--- src/rtl/matmul_pkg.sv ---
// Shared types and helpers for the matrix-multiply sequencer.
// Build option: MATMUL_SEQ_SAT_EN selects saturating accumulation in matmul_mac.
package matmul_pkg;

    localparam int IDX_W_DEFAULT   = 4;
    localparam int MAX_DIM_DEFAULT = 15;
    localparam int IDX_W_MAX       = 8;
    localparam int ADDR_W_MAX      = 2 * IDX_W_MAX;

    typedef enum logic [2:0] {
        S_IDLE,
        S_CHECK,
        S_RUN,
        S_DRAIN,
        S_WRITE,
        S_DONE
    } seq_state_t;

    // {row, col} addresses: row occupies the bits above the low idx_w column bits.
    function automatic logic [ADDR_W_MAX-1:0] pack_rc(input logic [IDX_W_MAX-1:0] row,
                                                      input logic [IDX_W_MAX-1:0] col,
                                                      input int idx_w);
        return (ADDR_W_MAX'(row) << idx_w) | ADDR_W_MAX'(col);
    endfunction

    function automatic logic [IDX_W_MAX-1:0] unpack_row(input logic [ADDR_W_MAX-1:0] addr,
                                                        input int idx_w);
        return IDX_W_MAX'(addr >> idx_w);
    endfunction

    function automatic logic [IDX_W_MAX-1:0] unpack_col(input logic [ADDR_W_MAX-1:0] addr,
                                                        input int idx_w);
        logic [ADDR_W_MAX-1:0] mask;
        mask = (ADDR_W_MAX'(1) << idx_w) - ADDR_W_MAX'(1);
        return IDX_W_MAX'(addr & mask);
    endfunction

endpackage

--- src/rtl/matmul_mac.sv ---
// 32x32 signed multiply-accumulate; operands arrive one cycle after the issue flags.
// Build option: MATMUL_SEQ_SAT_EN clamps the running sum to the signed 32-bit range.
module matmul_mac
    import matmul_pkg::*;
(
    input  logic        wishbone_clk_i,
    input  logic        wishbone_rst_i,
    input  logic        issue,
    input  logic        issue_first,
    input  logic [31:0] a_rdata,
    input  logic [31:0] b_rdata,
    output logic [31:0] acc_next
);

    logic        valid_reg;
    logic        first_reg;
    logic [31:0] acc_reg;
    logic [31:0] base;
    logic [31:0] step;

`ifdef MATMUL_SEQ_SAT_EN
    logic [63:0] prod;
    logic [64:0] sum;

    always_comb begin
        base = first_reg ? 32'd0 : acc_reg;
        prod = {{32{a_rdata[31]}}, a_rdata} * {{32{b_rdata[31]}}, b_rdata};
        sum  = {{33{base[31]}}, base} + {prod[63], prod};
        // Any disagreement among bits 64..31 means the sum left the 32-bit range.
        if (!sum[64] && (|sum[63:31]))
            step = 32'h7FFF_FFFF;
        else if (sum[64] && !(&sum[63:31]))
            step = 32'h8000_0000;
        else
            step = sum[31:0];
    end
`else
    logic [31:0] prod;

    always_comb begin
        base = first_reg ? 32'd0 : acc_reg;
        prod = a_rdata * b_rdata;
        step = base + prod;
    end
`endif

    assign acc_next = valid_reg ? step : acc_reg;

    always_ff @(posedge wishbone_clk_i) begin
        if (!wishbone_rst_i) begin
            valid_reg <= 1'b0;
            first_reg <= 1'b0;
            acc_reg   <= 32'd0;
        end else begin
            valid_reg <= issue;
            first_reg <= issue_first;
            acc_reg   <= acc_next;
        end
    end

endmodule

--- src/rtl/matmul_sequencer.sv ---
// Matrix-multiply control sequencer: validates a job, walks C row-major and drives A/B reads and C writes.
// Build option: MATMUL_SEQ_SAT_EN (saturating accumulation, implemented in matmul_mac).
module matmul_sequencer
    import matmul_pkg::*;
#(
    parameter int IDX_W   = IDX_W_DEFAULT,
    parameter int MAX_DIM = MAX_DIM_DEFAULT
) (
    input  logic               wishbone_clk_i,
    input  logic               wishbone_rst_i,
    input  logic               start,
    input  logic [IDX_W:0]     dim_m,
    input  logic [IDX_W:0]     dim_ka,
    input  logic [IDX_W:0]     dim_kb,
    input  logic [IDX_W:0]     dim_n,
    output logic               busy,
    output logic               done,
    output logic               err,
    output logic               a_rd_en,
    output logic [2*IDX_W-1:0] a_addr,
    input  logic [31:0]        a_rdata,
    output logic               b_rd_en,
    output logic [2*IDX_W-1:0] b_addr,
    input  logic [31:0]        b_rdata,
    output logic               c_we,
    output logic [2*IDX_W-1:0] c_addr,
    output logic [31:0]        c_wdata
);

    localparam logic [IDX_W:0] MAX_DIM_V = (IDX_W+1)'(MAX_DIM);
    localparam logic [IDX_W:0] ONE       = (IDX_W+1)'(1);

    seq_state_t       state_reg, state_next;
    logic [IDX_W-1:0] i_reg, i_next, j_reg, j_next, k_reg, k_next;
    logic [IDX_W:0]   dim_m_reg, dim_ka_reg, dim_kb_reg, dim_n_reg;
    logic             err_reg, err_next;
    logic             rd_en_reg, rd_first_reg, c_we_reg;
    logic [2*IDX_W-1:0] a_addr_reg, b_addr_reg, c_addr_reg;
    logic [31:0]      c_wdata_reg, acc_next;
    logic             job_bad, last_i, last_j, last_k;

    function automatic logic [2*IDX_W-1:0] rc(input logic [IDX_W-1:0] r, input logic [IDX_W-1:0] c);
        return (2*IDX_W)'(pack_rc(IDX_W_MAX'(r), IDX_W_MAX'(c), IDX_W));
    endfunction

    assign job_bad = (dim_m_reg == '0) || (dim_ka_reg == '0) || (dim_kb_reg == '0) ||
                     (dim_n_reg == '0) || (dim_m_reg > MAX_DIM_V) || (dim_ka_reg > MAX_DIM_V) ||
                     (dim_kb_reg > MAX_DIM_V) || (dim_n_reg > MAX_DIM_V) || (dim_ka_reg != dim_kb_reg);
    assign last_i  = ({1'b0, i_reg} == dim_m_reg - ONE);
    assign last_j  = ({1'b0, j_reg} == dim_n_reg - ONE);
    assign last_k  = ({1'b0, k_reg} == dim_ka_reg - ONE);

    always_comb begin
        state_next = state_reg;
        i_next     = i_reg;
        j_next     = j_reg;
        k_next     = k_reg;
        err_next   = err_reg;
        case (state_reg)
            S_IDLE: if (start) begin
                state_next = S_CHECK;
                err_next   = 1'b0;
            end
            S_CHECK: if (job_bad) begin
                err_next   = 1'b1;
                state_next = S_DONE;
            end else begin
                i_next     = '0;
                j_next     = '0;
                k_next     = '0;
                state_next = S_RUN;
            end
            S_RUN: if (last_k) state_next = S_DRAIN;
                   else        k_next     = k_reg + 1'b1;
            S_DRAIN: state_next = S_WRITE;
            S_WRITE: begin
                k_next     = '0;
                state_next = S_RUN;
                if (!last_j) begin
                    j_next = j_reg + 1'b1;
                end else if (!last_i) begin
                    j_next = '0;
                    i_next = i_reg + 1'b1;
                end else begin
                    state_next = S_DONE;
                end
            end
            S_DONE:  state_next = S_IDLE;
            default: state_next = S_IDLE;
        endcase
    end

    // Output registers load from next-state values so strobes line up with the state they belong to.
    always_ff @(posedge wishbone_clk_i) begin
        if (!wishbone_rst_i) begin
            state_reg    <= S_IDLE;
            i_reg        <= '0;
            j_reg        <= '0;
            k_reg        <= '0;
            err_reg      <= 1'b0;
            dim_m_reg    <= '0;
            dim_ka_reg   <= '0;
            dim_kb_reg   <= '0;
            dim_n_reg    <= '0;
            rd_en_reg    <= 1'b0;
            rd_first_reg <= 1'b0;
            c_we_reg     <= 1'b0;
            a_addr_reg   <= '0;
            b_addr_reg   <= '0;
            c_addr_reg   <= '0;
            c_wdata_reg  <= '0;
        end else begin
            state_reg    <= state_next;
            i_reg        <= i_next;
            j_reg        <= j_next;
            k_reg        <= k_next;
            err_reg      <= err_next;
            if (state_reg == S_IDLE && start) begin
                dim_m_reg  <= dim_m;
                dim_ka_reg <= dim_ka;
                dim_kb_reg <= dim_kb;
                dim_n_reg  <= dim_n;
            end
            rd_en_reg    <= (state_next == S_RUN);
            rd_first_reg <= (state_next == S_RUN) && (k_next == '0);
            c_we_reg     <= (state_next == S_WRITE);
            a_addr_reg   <= rc(i_next, k_next);
            b_addr_reg   <= rc(k_next, j_next);
            c_addr_reg   <= rc(i_next, j_next);
            if (state_next == S_WRITE)
                c_wdata_reg <= acc_next;
        end
    end

    matmul_mac u_mac (
        .wishbone_clk_i (wishbone_clk_i),
        .wishbone_rst_i (wishbone_rst_i),
        .issue          (rd_en_reg),
        .issue_first    (rd_first_reg),
        .a_rdata        (a_rdata),
        .b_rdata        (b_rdata),
        .acc_next       (acc_next)
    );

    assign busy    = (state_reg != S_IDLE) && (state_reg != S_DONE);
    assign done    = (state_reg == S_DONE);
    assign err     = done && err_reg;
    assign a_rd_en = rd_en_reg;
    assign b_rd_en = rd_en_reg;
    assign a_addr  = a_addr_reg;
    assign b_addr  = b_addr_reg;
    assign c_we    = c_we_reg;
    assign c_addr  = c_addr_reg;
    assign c_wdata = c_wdata_reg;

endmodule
--- config.mk ---
export PLATFORM = sky130hd
export DESIGN_NAME = matmul_sequencer
export DESIGN_NICKNAME = d
export VERILOG_FILES = /design/src/rtl/matmul_pkg.sv /design/src/rtl/matmul_mac.sv /design/src/rtl/matmul_sequencer.sv
export SDC_FILE = /design/constraint.sdc
export NUM_CORES = 2
export LEC_CHECK = 0
export BUFFER_PORTS_ARGS = -buffer_cell sky130_fd_sc_hd__buf_2
export CORE_MARGIN = 5
export CORE_UTILIZATION = 55
export CTS_CLUSTER_DIAMETER = 40
export DETAILED_ROUTE_END_ITERATION = 6
export PLACE_DENSITY_LB_ADDON = 0.1
export SLEW_MARGIN = 25
export SYNTH_ARGS = -nofsm -noshare
export SYNTH_HDL_FRONTEND = slang
export SYNTH_SLANG_ARGS = --single-unit
export TNS_END_PERCENT = 100
--- constraint.sdc ---
create_clock -name wishbone_clk_i -period 9.46 [get_ports wishbone_clk_i]
set_clock_uncertainty 0.15 [all_clocks]
set_input_delay 0.473 -clock wishbone_clk_i [delete_from_list [all_inputs] [get_ports wishbone_clk_i]]
set_output_delay 0.473 -clock wishbone_clk_i [all_outputs]
set_load 0.01 [all_outputs]
# Word level (Yosys, flattened, before mapping)
# Index checks and enable logic that the tools add are counted.
dict set report classes {
  add_sub_neg 7
  bitwise 3
  n_mul 1
  eq_ne 14
  shifts 0
  n_mux 22
  n_div 0
  magnitude_cmp 4
  reduce_logical 21
}
# operator count
set ops {}
lappend ops {{32-bit 2-to-1 mux} 2}
lappend ops {{32-bit adder} 1}
lappend ops {{32-bit by 32-bit multiplier with 32-bit output} 1}
lappend ops {{4-bit 2-to-1 mux} 8}
lappend ops {{8-bit by 4-bit OR with 8-bit output} 3}
lappend ops {{5-bit by 4-bit greater-than comparator with 1-bit output, second input constant} 4}
lappend ops {{5-bit zero test} 4}
lappend ops {{4-bit case mux with 2 select lines} 2}
lappend ops {{4-bit by 5-bit equality test with 1-bit output} 3}
lappend ops {{3-bit 2-to-1 mux} 5}
lappend ops {{3-bit case mux with 5 select lines} 1}
lappend ops {{5-bit by 1-bit subtractor with 5-bit output, second input constant} 3}
lappend ops {{4-bit by 1-bit adder with 4-bit output, second input constant} 3}
lappend ops {{4-bit case mux with 3 select lines} 1}
lappend ops {{3-bit by 2-bit equality test with 1-bit output, second input constant} 3}
lappend ops {{3-bit equality test, second input constant} 3}
lappend ops {{1-bit logical OR} 8}
lappend ops {{5-bit inequality test} 1}
lappend ops {{1-bit logical AND} 4}
lappend ops {{4-bit zero test} 1}
lappend ops {{2-bit inequality test, second input constant} 2}
lappend ops {{3-bit by 1-bit equality test with 1-bit output, second input constant} 1}
lappend ops {{3-bit zero test} 1}
lappend ops {{3-bit inequality test, second input constant} 1}
lappend ops {{5 further kinds} 6}
dict set report word_totals {
  n_memories 0
  out_inout_bits 62
  wordCells 91
  register_bits 129
  mem_bits_ro 0
  ramBits 0
  inputBits 87
  latchBits 0
}

# Depth between registers and ports, before layout
dict set report logic_depth {
  ltp_word 13
  depth_mapped 29
  depth_no_buf 27
}

# By module
# A second synthesis with hierarchy kept.
dict set report unflattened {
  hier_cells 2470
  area_unflattened_um2 21946.0
}
# mod instances cells_each area_each_um2 seq_area_each_um2
set modules_own_cells {}
lappend modules_own_cells {matmul_mac 1 2031 18418.9 680.7}
lappend modules_own_cells {matmul_sequencer 1 439 3527.1 1421.4}

# Worst setup path before layout
# No wires, ideal clock.
dict set report synth_timing {
  path_kind {input to register}
  start {input a_rdata[12]}
  end {register c_wdata_reg[29] (netlist: c_wdata[29])}
  path_stages 27
  arrival_ns 7.000
  setup_time_ns 0.122
  required_ns 9.188
  n_path_buf 2
  path_slack_ns 2.189
  cell_sequence {clkbuf_1 > clkbuf_1 > and2_1 > fa_1 > fa_1 > fa_1 > inv_1 > fa_1 > inv_1 > fa_1 > inv_1 > fa_1 > inv_1 > fa_1 > inv_1 > fa_1 > inv_1 > ha_1 > a211oi_1 > o21ai_0 > o211ai_1 > nand3_1 > o211ai_1 > nand2_1 > xor2_1 > and2_1 > o311a_1}
}
dict set report synth_via {
  elab_chain_len 3
}
# item line
set synth_rtl {}
lappend synth_rtl {{from (decl)} matmul_sequencer.sv:21} ;# input logic [31:0] a_rdata,
lappend synth_rtl {{32-bit by 32-bit multiplier with 32-bit output} matmul_mac.sv:42} ;# prod = a_rdata * b_rdata;
lappend synth_rtl {{32-bit adder} matmul_mac.sv:43} ;# step = base + prod;
lappend synth_rtl {{32-bit 2-to-1 mux} matmul_mac.sv:47} ;# assign acc_next = valid_reg ? step : acc_reg;
lappend synth_rtl {{to (signal assigned)} matmul_sequencer.sv:131} ;# c_wdata_reg <= acc_next;
lappend synth_rtl {{to (decl)} matmul_sequencer.sv:39} ;# logic [31:0] c_wdata_reg, acc_next;
# No other way between the ends.
# A chain may end at the register's enable or synchronous reset.

# Worst setup path in the final report
dict set report layout_timing {
  start {register u_mac.first_reg}
  end {register c_wdata_reg[29] (netlist: c_wdata[29])}
}
dict set report layout_via {
  elab_chain_len 3
}
# item line
set layout_rtl {}
lappend layout_rtl {{from (decl)} matmul_mac.sv:16} ;# logic first_reg;
lappend layout_rtl {{from (signal assigned)} matmul_mac.sv:56} ;# first_reg <= issue_first;
lappend layout_rtl {{32-bit 2-to-1 mux} matmul_mac.sv:41} ;# base = first_reg ? 32'd0 : acc_reg;
lappend layout_rtl {{32-bit adder} matmul_mac.sv:43}
lappend layout_rtl {{32-bit 2-to-1 mux} matmul_mac.sv:47}
# No other way between the ends.

==> results by group <==
Clock tree
  – CTS tree: built
  – H-tree Lvls: 3
  – CTS clk-pin slew, worst paths: 70 ps
  – Maximum clock path buffer count: 2
  – Postcts setup bufs: 0
  – CTS Buf Count: 9
  – Hold-fix buffer count after cts: 0
  – CTS root buf: clkbuf_16
  – Worst-skew pair later-pin latency: 360 ps
  – Post-CTS sizing: 0
  – Clk sink count: 105

Timing
  – Worst relative slew slack: 42.1%
  – Setup TNS: 0 ps
  – Endpoints failing hold: 0
  – Tmin final: 7690 ps
  – Final worst path period share: 81.3%
  – Final Max Slew Viols: 0
  – Max frequency: 130 MHz
  – Final setup fails: 0
  – Unrepaired setup endpoints after global routing: no
  – Slew @ Worst Pin: 868 ps

Global routing
  – All-Layer GR Usage: 26.1%
  – First-pass GRT wire length: 91.6 mm
  – Largest net degree at the start of global routing: 53
  – Initial antenna violation count: 5
  – Number of global-route vias before repair: 17100
  – Grt ovf: 0

Placed design
  – Port Buffers: 148
  – Final Wtd Congestion: 0.901
  – Post-DP HPWL: 44.4 mm

Min path
  – Hold WC Path Type: in2reg

Routing
  – DRC: 0
  – DRT Pass-1 Iters: 5
  – Initial drt markers: 866
  – Routed WL: 54.9 mm
  – DR WL/cell: 18.2 um
  – Post-DRT Antenna Nets: 0
  – Via count: 15900
  – Via/cell ratio: 5.29

Cells and area
  – Commonest non-fill, non-tap cell in the layout: inv_1
  – Nets: 3145
  – P&R area growth vs syn: 5.54%
  – Most frequent cells in the layout: inv_1 (509), fa_1 (438), and2_1 (344)
  – Share of layout cells above drive strength 1: 7.71%

Die
  – Starting Density: 55.8%
  – I/O pin total: 149
  – Core Area: 0.0387 mm2
  – FP Rows: 72
  – Die area: 0.0434 mm2
  – Die X: 208 um
  – Die height: 208 um

Synthesis
  – Post-synth cell types: 67
  – Synthesis-stage register bit count: 105
  – Xor/xnor share of the synthesized area: 3.90%
  – Post-Syn Instances: 2452
  – Post-synth EDFFs: 0
  – Simple-gate share of the synthesized area: 19.6%
  – Cell Area, Synth: 0.0216 mm2
  – Mapped Nets: 3111
  – Most common flop cell mapped by yosys: dfxtp_1
  – Syn. warnings: 0
  – Post-synthesis mux area share: 1.24%
  – Post-Synth Adder-Cell Area: 48.3%
  – Asr flop ratio synth: 0%
  – Syn avg cell area: 8.81 um2
  – Largest family of logic cells by synthesized area: adder cells
  – Synth Area in Compound Gates: 5.85%
  – Post-synthesis sequential area ratio: 9.73%

Worst setup path
  – Critical Path RT: 9550 ps
  – Critical Path AT: 7780 ps
  – CP Launch Type: flop
  – Crit path max fanout: 17
  – Crit path kind: reg2reg
  – CP endpoint kind: flop

Run
  – MaxCap Viol Count: 0

Run status
  – Status: complete, no violations
## synthesized netlist by cell type, drive strengths merged (3+ instances only)
cell type,count,share of area [%]
inv,510,8.9
fa,438,41
and2,345,10
nand2,276,4.8
ha,134,7.8
clkbuf,109,1.9
dfxtp,105,9.7
nor2,91,1.6
xnor2,68,2.8
a21oi,64,1.5
o21ai,36,0.83
nor2b,28,0.81
nand2b,26,0.75
a211oi,23,0.80
xor2,23,0.93
buf,22,0.63
mux2i,20,0.93
a21o,17,0.59
a31oi,12,0.35
nand3,12,0.28
nor3,10,0.23
o21a,9,0.31
o21bai,8,0.33
mux2,6,0.31
and3,5,0.14
nand4,4,0.12
nor4,4,0.21
a22oi,3,0.13
a41oi,3,0.12
o211ai,3,0.10
o31ai,3,0.10
or3,3,0.087
## worst paths after layout
check | start | to | slack, ps | depth (start not counted)
max | u_mac.first_reg | c_wdata[29] | 1770 | 25
min | dim_kb[3] | dim_kb_reg[3] | 210 | 3
max reg2reg | u_mac.first_reg | c_wdata[29] | 1770 | 25
min reg2reg | rd_first_reg | u_mac.first_reg | 290 | 1
## layout make-up
cell class                      instances  area (um2)
Fill cell                            3544       15900
Tap cell                              518         648
Timing Repair Buffer                  154         786
Inverter                              510        1910
Sequential cell                       105        2110
Clock buffer                            9         225
Antenna cell                            4        10.0
Multi-Input combinational cell       1706       17100
Clock inverter                          7        60.1
## layer usage
metal  global-route usage (%)  share of wire (%)  up-vias
li1                         -                  -     7327
met1                     39.6                 46     8046
met2                     41.6                 46      501
met3                     3.39                6.7       46
met4                     3.74               0.98        6
met5                        0              0.053        -
## stage by stage
| step | hold slack, ps | setup slack, ps | utilization [%] | cells | area, um2 |
|---|---|---|---|---|---|
| detailed placement | 275 | 1560 | 58.1 | 2993 | 22500 |
| finish | 211 | 1770 | 58.9 | 3013 | 22800 |
| global route | 207 | 1370 | 58.8 | 3009 | 22800 |
| floorplan | 262 | 2190 | - | 2452 | 21600 |
| global placement | 276 | 1630 | 58.1 | 2993 | 22500 |
| CTS | 197 | 1770 | 58.8 | 3009 | 22800 |
## worst max-delay path, cell delays in order (launching register included)
cell and delay (ps):
dfxtp_1 670, buf_4 320, nor2b_1 120, fa_1 550
inv_1 60, fa_1 530, inv_1 50, fa_1 470
inv_1 50, fa_1 520, inv_1 50, fa_1 480
fa_1 500, fa_1 490, inv_1 50, fa_1 530
inv_1 60, ha_1 330, o21a_1 140, o211ai_1 310
nand3_1 130, o211ai_1 290, nand2_1 100, xor2_1 150
and2_1 170, o311a_1 300
## logic make-up (layout without fill, tap and decap cells)
kind of cell	count (synthesis)	in the layout
other	0	4
flip-flops	105	105
multiplexers	26	26
AO/OA/AOI/OAI	196	196
AND/OR/NAND/NOR	819	819
buffers and inverters	641	680
XOR/XNOR	93	93
adder cells (fa/ha/maj)	572	572
Power is left out: the tool's default activity adds up to more than one toggle a clock period on the data nets, which glitch-free logic cannot reach.
